--- src/rtl/mem_arbiter_if.sv ---
// Shared request/memory bus between the two masters, the arbiter and the RAM.
// slave is the arbiter's view; master is the requesters-plus-RAM view.
interface mem_arbiter_if #(
  parameter int ADDR_W = 32,
  parameter int DATA_W = 32
);
  localparam int STRB_W = DATA_W / 8;

  logic              req0;
  logic              req1;
  logic [ADDR_W-1:0] addr0;
  logic [ADDR_W-1:0] addr1;
  logic [DATA_W-1:0] wdata0;
  logic [DATA_W-1:0] wdata1;
  logic [STRB_W-1:0] wstrb0;
  logic [STRB_W-1:0] wstrb1;
  logic              gnt0;
  logic              gnt1;
  logic              rvalid0;
  logic              rvalid1;
  logic [DATA_W-1:0] rdata;
  logic              mem_en;
  logic [ADDR_W-1:0] mem_addr;
  logic [DATA_W-1:0] mem_wdata;
  logic [STRB_W-1:0] mem_wstrb;
  logic [DATA_W-1:0] mem_rdata;

  modport slave (
    input  req0, req1, addr0, addr1,
    input  wdata0, wdata1, wstrb0, wstrb1,
    output gnt0, gnt1, rvalid0, rvalid1, rdata,
    output mem_en, mem_addr, mem_wdata, mem_wstrb,
    input  mem_rdata
  );

  modport master (
    output req0, req1, addr0, addr1,
    output wdata0, wdata1, wstrb0, wstrb1,
    input  gnt0, gnt1, rvalid0, rvalid1, rdata,
    input  mem_en, mem_addr, mem_wdata, mem_wstrb,
    output mem_rdata
  );
endinterface

--- src/rtl/mem_arbiter.sv ---
// Two-port sticky round-robin arbiter in front of a single sync-RAM port.
// Owner keeps the port for up to MAX_BURST back-to-back grants under contention.
module mem_arbiter #(
  parameter int ADDR_W    = 32,
  parameter int DATA_W    = 32,
  parameter int MAX_BURST = 4
) (
  input  logic         clk,
  input  logic         rst_n,
  mem_arbiter_if.slave bus
);
  localparam int STRB_W = DATA_W / 8;
  localparam int CNT_W  = $clog2(MAX_BURST + 1);
  localparam logic [CNT_W-1:0] CNT_MAX = CNT_W'(MAX_BURST);
  localparam logic [CNT_W-1:0] CNT_ONE = CNT_W'(1);

  logic             last;
  logic [CNT_W-1:0] cnt;
  logic             rv0;
  logic             rv1;
  logic             had;
  logic             pick;
  logic             g0;
  logic             g1;
  logic             any;

  logic [ADDR_W-1:0] sel_addr;
  logic [DATA_W-1:0] sel_wdata;
  logic [STRB_W-1:0] sel_strb;

  // pick names the winning port; only meaningful when a grant is issued
  always_comb begin
    had  = rv0 | rv1;
    pick = bus.req1;
    if (bus.req0 && bus.req1) begin
      if (had && cnt < CNT_MAX) pick = last;
      else pick = ~last;
    end
    g0  = rst_n & bus.req0 & ~pick;
    g1  = rst_n & bus.req1 & pick;
    any = g0 | g1;
  end

  always_ff @(posedge clk) begin
    if (!rst_n) begin
      last <= 1'b1;
      cnt  <= '0;
      rv0  <= 1'b0;
      rv1  <= 1'b0;
    end else begin
      rv0 <= g0;
      rv1 <= g1;
      unique case (1'b1)
        !any: cnt <= '0;
        any && pick == last && had: begin
          if (cnt != CNT_MAX) cnt <= cnt + CNT_ONE;
        end
        default: begin
          cnt  <= CNT_ONE;
          last <= pick;
        end
      endcase
    end
  end

  assign sel_addr  = pick ? bus.addr1  : bus.addr0;
  assign sel_wdata = pick ? bus.wdata1 : bus.wdata0;
  assign sel_strb  = pick ? bus.wstrb1 : bus.wstrb0;

  assign bus.gnt0      = g0;
  assign bus.gnt1      = g1;
  assign bus.mem_en    = any;
  assign bus.mem_addr  = sel_addr;
  assign bus.mem_wdata = sel_wdata;
  assign bus.mem_wstrb = any ? sel_strb : '0;
  // a reset cycle hides any completion still in flight
  assign bus.rvalid0   = rv0 & rst_n;
  assign bus.rvalid1   = rv1 & rst_n;
  assign bus.rdata     = bus.mem_rdata;
endmodule

--- src/flat_wrapper.sv ---
// flat-port wrapper written by rule: the top's interface ports become plain ports
module mem_arbiter_flat 
#(
  parameter int ADDR_W    = 32,
  parameter int DATA_W    = 32,
  parameter int MAX_BURST = 4
)
  (clk, rst_n, bus_req0, bus_req1, bus_addr0, bus_addr1, bus_wdata0, bus_wdata1, bus_wstrb0, bus_wstrb1, bus_gnt0, bus_gnt1, bus_rvalid0, bus_rvalid1, bus_rdata, bus_mem_en, bus_mem_addr, bus_mem_wdata, bus_mem_wstrb, bus_mem_rdata);
  mem_arbiter_if #(.ADDR_W(ADDR_W), .DATA_W(DATA_W)) bus_i ();
  input  logic clk;
  input  logic rst_n;
  input wire logic [$bits(bus_i.req0)-1:0] bus_req0;
  input wire logic [$bits(bus_i.req1)-1:0] bus_req1;
  input wire logic [$bits(bus_i.addr0)-1:0] bus_addr0;
  input wire logic [$bits(bus_i.addr1)-1:0] bus_addr1;
  input wire logic [$bits(bus_i.wdata0)-1:0] bus_wdata0;
  input wire logic [$bits(bus_i.wdata1)-1:0] bus_wdata1;
  input wire logic [$bits(bus_i.wstrb0)-1:0] bus_wstrb0;
  input wire logic [$bits(bus_i.wstrb1)-1:0] bus_wstrb1;
  output wire logic [$bits(bus_i.gnt0)-1:0] bus_gnt0;
  output wire logic [$bits(bus_i.gnt1)-1:0] bus_gnt1;
  output wire logic [$bits(bus_i.rvalid0)-1:0] bus_rvalid0;
  output wire logic [$bits(bus_i.rvalid1)-1:0] bus_rvalid1;
  output wire logic [$bits(bus_i.rdata)-1:0] bus_rdata;
  output wire logic [$bits(bus_i.mem_en)-1:0] bus_mem_en;
  output wire logic [$bits(bus_i.mem_addr)-1:0] bus_mem_addr;
  output wire logic [$bits(bus_i.mem_wdata)-1:0] bus_mem_wdata;
  output wire logic [$bits(bus_i.mem_wstrb)-1:0] bus_mem_wstrb;
  input wire logic [$bits(bus_i.mem_rdata)-1:0] bus_mem_rdata;
  assign bus_i.req0 = bus_req0;
  assign bus_i.req1 = bus_req1;
  assign bus_i.addr0 = bus_addr0;
  assign bus_i.addr1 = bus_addr1;
  assign bus_i.wdata0 = bus_wdata0;
  assign bus_i.wdata1 = bus_wdata1;
  assign bus_i.wstrb0 = bus_wstrb0;
  assign bus_i.wstrb1 = bus_wstrb1;
  assign bus_gnt0 = bus_i.gnt0;
  assign bus_gnt1 = bus_i.gnt1;
  assign bus_rvalid0 = bus_i.rvalid0;
  assign bus_rvalid1 = bus_i.rvalid1;
  assign bus_rdata = bus_i.rdata;
  assign bus_mem_en = bus_i.mem_en;
  assign bus_mem_addr = bus_i.mem_addr;
  assign bus_mem_wdata = bus_i.mem_wdata;
  assign bus_mem_wstrb = bus_i.mem_wstrb;
  assign bus_i.mem_rdata = bus_mem_rdata;
  mem_arbiter #(.ADDR_W(ADDR_W), .DATA_W(DATA_W), .MAX_BURST(MAX_BURST)) u_core (.clk(clk), .rst_n(rst_n), .bus(bus_i));
endmodule
--- config.mk ---
export PLATFORM = sky130hd
export DESIGN_NAME = mem_arbiter_flat
export DESIGN_NICKNAME = d
export VERILOG_FILES = /design/src/rtl/mem_arbiter_if.sv /design/src/rtl/mem_arbiter.sv /design/src/flat_wrapper.sv
export SDC_FILE = /design/constraint.sdc
export NUM_CORES = 1
export LEC_CHECK = 0
export ABC_CLOCK_PERIOD_IN_PS = 1900
export BUFFER_PORTS_ARGS = -buffer_cell sky130_fd_sc_hd__buf_4
export CAP_MARGIN = 20
export CORE_AREA = 2 2 107 109
export DETAILED_ROUTE_END_ITERATION = 16
export DIE_AREA = 0 0 109 111
export PLACE_DENSITY = 0.53
export SLEW_MARGIN = 15
export SYNTH_ARGS = -nofsm -noshare
export SYNTH_HDL_FRONTEND = slang
export SYNTH_SLANG_ARGS = --single-unit
--- constraint.sdc ---
create_clock -name clk -period 1.9 [get_ports clk]
set_input_delay 0.285 -clock clk [delete_from_list [all_inputs] [get_ports clk]]
set_output_delay 0.285 -clock clk [all_outputs]
set_load 0.03 [all_outputs]
==> metrics.md <==
| Metric | Value |
|---|---|
| Max-slew violation count | `0` |
| N_diodes | `0` |
| Min-Delay Path Class | `input port to register` |
| CP max stage delay | `370 ps` |
| Post-Syn Area | `between 0.0015 and 0.002 mm2` |
| Gate power share | `between 70% and 80%` |
| CP max stage cell | `mux2_2` |
| Post-synth EDFFs | `0` |
| Hold Crit Start | `rst_n` |
| MaxCap Viol Count | `0` |
| Final setup vio count | `69` |
| Reg power frac | `7.8%` |
| Slew HR | `79.4%` |
| Grt ovf | `0` |
| First-pass GRT wire length | `about 9.6 mm` |
| Clock power share | `around a fifth` |
| RSZ-0062 raised after global routing | `true` |
| Worst setup margin | `-345 ps` |
| Switching share of power | `37.0%` |
| CP bufs+invs | `2` |
| Post-Synth XOR/XNOR Area | `0.558%` |
| YS warnings | `0` |
| 1st-pass router iterations | `4` |
| Clock Latency Late Sink | `230 ps` |
| GP Congestion | `slightly above 0.7` |
| # IOs | `277` |
| Die Area | `0.0121 mm2` |
| Reg-to-reg slack, setup | `about 300 ps` |
| Min-Delay Endpoint | `u_core.last` |
| Post-Place Cells | `491` |
| Post-Synth Adder-Cell Area | `1.59%` |
| Setup tns final | `-19,510 ps` |
| Failing checks | `negative setup slack` |
| Complex-gate fraction of the synthesized area | `5.42%` |
| Layout Area Growth over Synthesis | `131%` |
| Switch Pwr | `659 uW` |
| P_int | `around 1.1 mW` |
| Clock buffer depth | `2` |
| Port bufs | `212` |
| Top-area cell type share of the netlist area | `34.4%` |
| H-tree depth | `1` |
| Final Util | `32.8%` |
| Slew at the pin closest to its max-slew limit | `306 ps` |
| Starting DRC count in detailed routing | `90` |
| Reg-to-reg endpoint | `u_core.rv0` |
| Most area-consuming cells after synthesis | `mux2_2, buf_4, mux2_4` |
| Rows | `39` |
| FMAX | `446 MHz` |
| Routed Antenna Nets | `0` |
| Register area share after synthesis | `7.66%` |
| Share of cells above drive strength 1 | `84.8%` |
| Die Wd | `around 110 um` |
| Final instance area | `0.00363 mm2` |
| Main combinational cell family by area after synthesis | `multiplexers` |
| Post-Synthesis Cells | `169` |
| Pwr dens | `~490 mW/mm2` |
| Wire per inst | `between 10 and 15 um` |
| GRT Overall Usage | `10.0%` |
| Hpwl dp | `just under 6 mm` |
| Crit path kind | `register to output pin` |
| Synth area leader | `mux2_2` |
| Initial cell density of the core | `14.2%` |
| Core ar. | `around 0.011 mm2` |
| Crit path max fanout | `34` |
| Minimum clock period | `2240 ps` |
| Multiplexer area fraction after synthesis | `51.3%` |
| Outcome | `finished, violations left` |
| Initial antenna violation count | `0` |
| CTS tree | `built` |
| DR vias/cell | `3.92` |
| Via count | `approximately 2,000` |
| Fill cell count | `about 1,100` |
| Worst EP required | `around 1600 ps` |
| Critical R2R Launch | `u_core.rv1` |
| Die height | `111 um` |
| Peak VDD IR | `0.000207 V` |
| Vias in the first global route | `1,919` |
| DRC violations left | `0` |
| Delay-heaviest family, CP | `multiplexers` |
| Worst Hold Depth | `2` |
| Final worst-path cycle share | `118%` |
| Distinct cell type count after synthesis | `27` |
| Simple-gate area share of the yosys netlist | `9.97%` |
| FFs w/ async S/R, synth | `0%` |
| Ys flop type | `dfxtp_1` |
| Clock sink count | `6` |
| Finished Layout Cells | `504` |
| Final Skew | `0.904 ps` |
| Root Driver | `clkbuf_16` |
| Avg Cell Area, Syn | `9.28 um2` |
| Nets | `roughly 540` |
| Critical Path End Type | `output pin` |
| R2R depth | `7` |
| CP Cell Sequence | `o21ba_4 > mux2i_4 > nand2b_4 > buf_12 > mux2_2 > buf_4` |
| Final Hold Vio Count | `0` |
| Hold_buf cts | `0` |
| Most common cell in the synthesized netlist | `mux2_2` |
| Cts bufs inserted | `3` |
| Routed Wire Length | `7.29 mm` |
| Synthesized flop and latch total | `6` |
| Critical path startpoint category | `register` |
| Leak | `1.91 nW` |
| Synth top cells by count | `mux2_2, buf_4, mux2_4, nand2_1, nor2_1` |
| Arrival @ worst endpoint | `1960 ps` |
| Worst-path clk slew | `30 ps` |
| Largest net degree at the start of global routing | `35` |
| Synthesized Nets | `343` |
| Placed Instance Area | `0.00317 mm2` |
==> power groups by stage <==
stage,logic [mW],clock network [mW],registers (mW)
2_1_floorplan,0.797,0,0.140
3_3_place_gp,1.13,0,0.141
3_5_place_dp,1.14,0,0.141
4_1_cts,1.21,0.346,0.139
5_1_grt,1.37,0.363,0.140
6_report,1.30,0.340,0.139
==> cells by family (layout without fill, tap and decap cells) <==
| logic type | Yosys count | count (layout) |
|---|---|---|
| DFF | 6 | 6 |
| buffers and inverters | 48 | 240 |
| and+or+nand+nor | 35 | 35 |
| muxes | 66 | 66 |
| AOI/OAI and AO/OA | 11 | 11 |
| xor gates and xnor gates | 1 | 1 |
| adders and majority gates | 2 | 2 |
==> registers in the layout, indices dropped and copies added, names as in the netlist <==
signal / flops
u_core.rv1: 1
u_core.rv0: 1
u_core.last: 1
u_core.cnt: 3
==> what timing repair did <==
| action | in CTS | in global routing |
|---|---|---|
| pin swaps | 2 | 3 |
| cloned | 0 | 4 |
| setup endpoints to repair | 70 | 70 |
| resized for setup | 38 | 25 |
| setup buffers | 0 | 7 |
==> worst max-delay path by stage <==
stage,cells past startpoint,slack (ps),endpoint,startpoint
floorplan,7,-70,bus_mem_addr[13],u_core.cnt[2]
global placement,6,-110,bus_mem_addr[22],u_core.cnt[2]
detailed placement,6,-130,bus_mem_addr[22],u_core.cnt[2]
CTS,6,-370,bus_mem_wdata[18],u_core.cnt[2]
global route,6,-400,bus_mem_wdata[23],u_core.cnt[2]
finish,6,-340,bus_mem_wdata[23],u_core.cnt[2]
==> metal layers <==
metal,up-vias,track usage [%],part of all wire (%),wire length (um)
li1,939,-,-,-
met1,897,10.4,34,2450
met2,127,19.3,53,3880
met3,12,2.82,12,879
met4,0,2.48,1.0,75
met5,-,0,0,0
==> cell usage in the layout (no fill, tap or decap), types with 3 or more instances in the layout <==
cell / synthesis / final
buf_4: 36 / 178
buf_6: 1 / 46
mux2_4: 16 / 43
mux2_2: 48 / 21
nand2_1: 15 / 15
nor2_1: 9 / 8
inv_1: 6 / 6
clkbuf_16: 0 / 6
o22a_1: 4 / 4
dfxtp_1: 6 / 4
a21oi_1: 3 / 3
buf_12: 2 / 3
==> through the flow <==
step | hold WS [ps] | power [mW] | setup WS, ps
after global placement | 469 | 1.27 | -114
after floorplan | 347 | 0.937 | -68.5
after global routing | 283 | 1.87 | -404
final | 276 | 1.78 | -345
after detailed placement | 486 | 1.28 | -134
after CTS | 275 | 1.69 | -370
==> cell type report <==
type	count	area, um2	area share [%]
clock buffer	3	75.1	2.07
inverter	6	22.5	0.620
multi-input combinational	115	1210	33.4
sequential	6	123	3.38
tap	143	179	4.93
timing repair buffer	231	2020	55.6
Power figures use the tool's default switching activity.
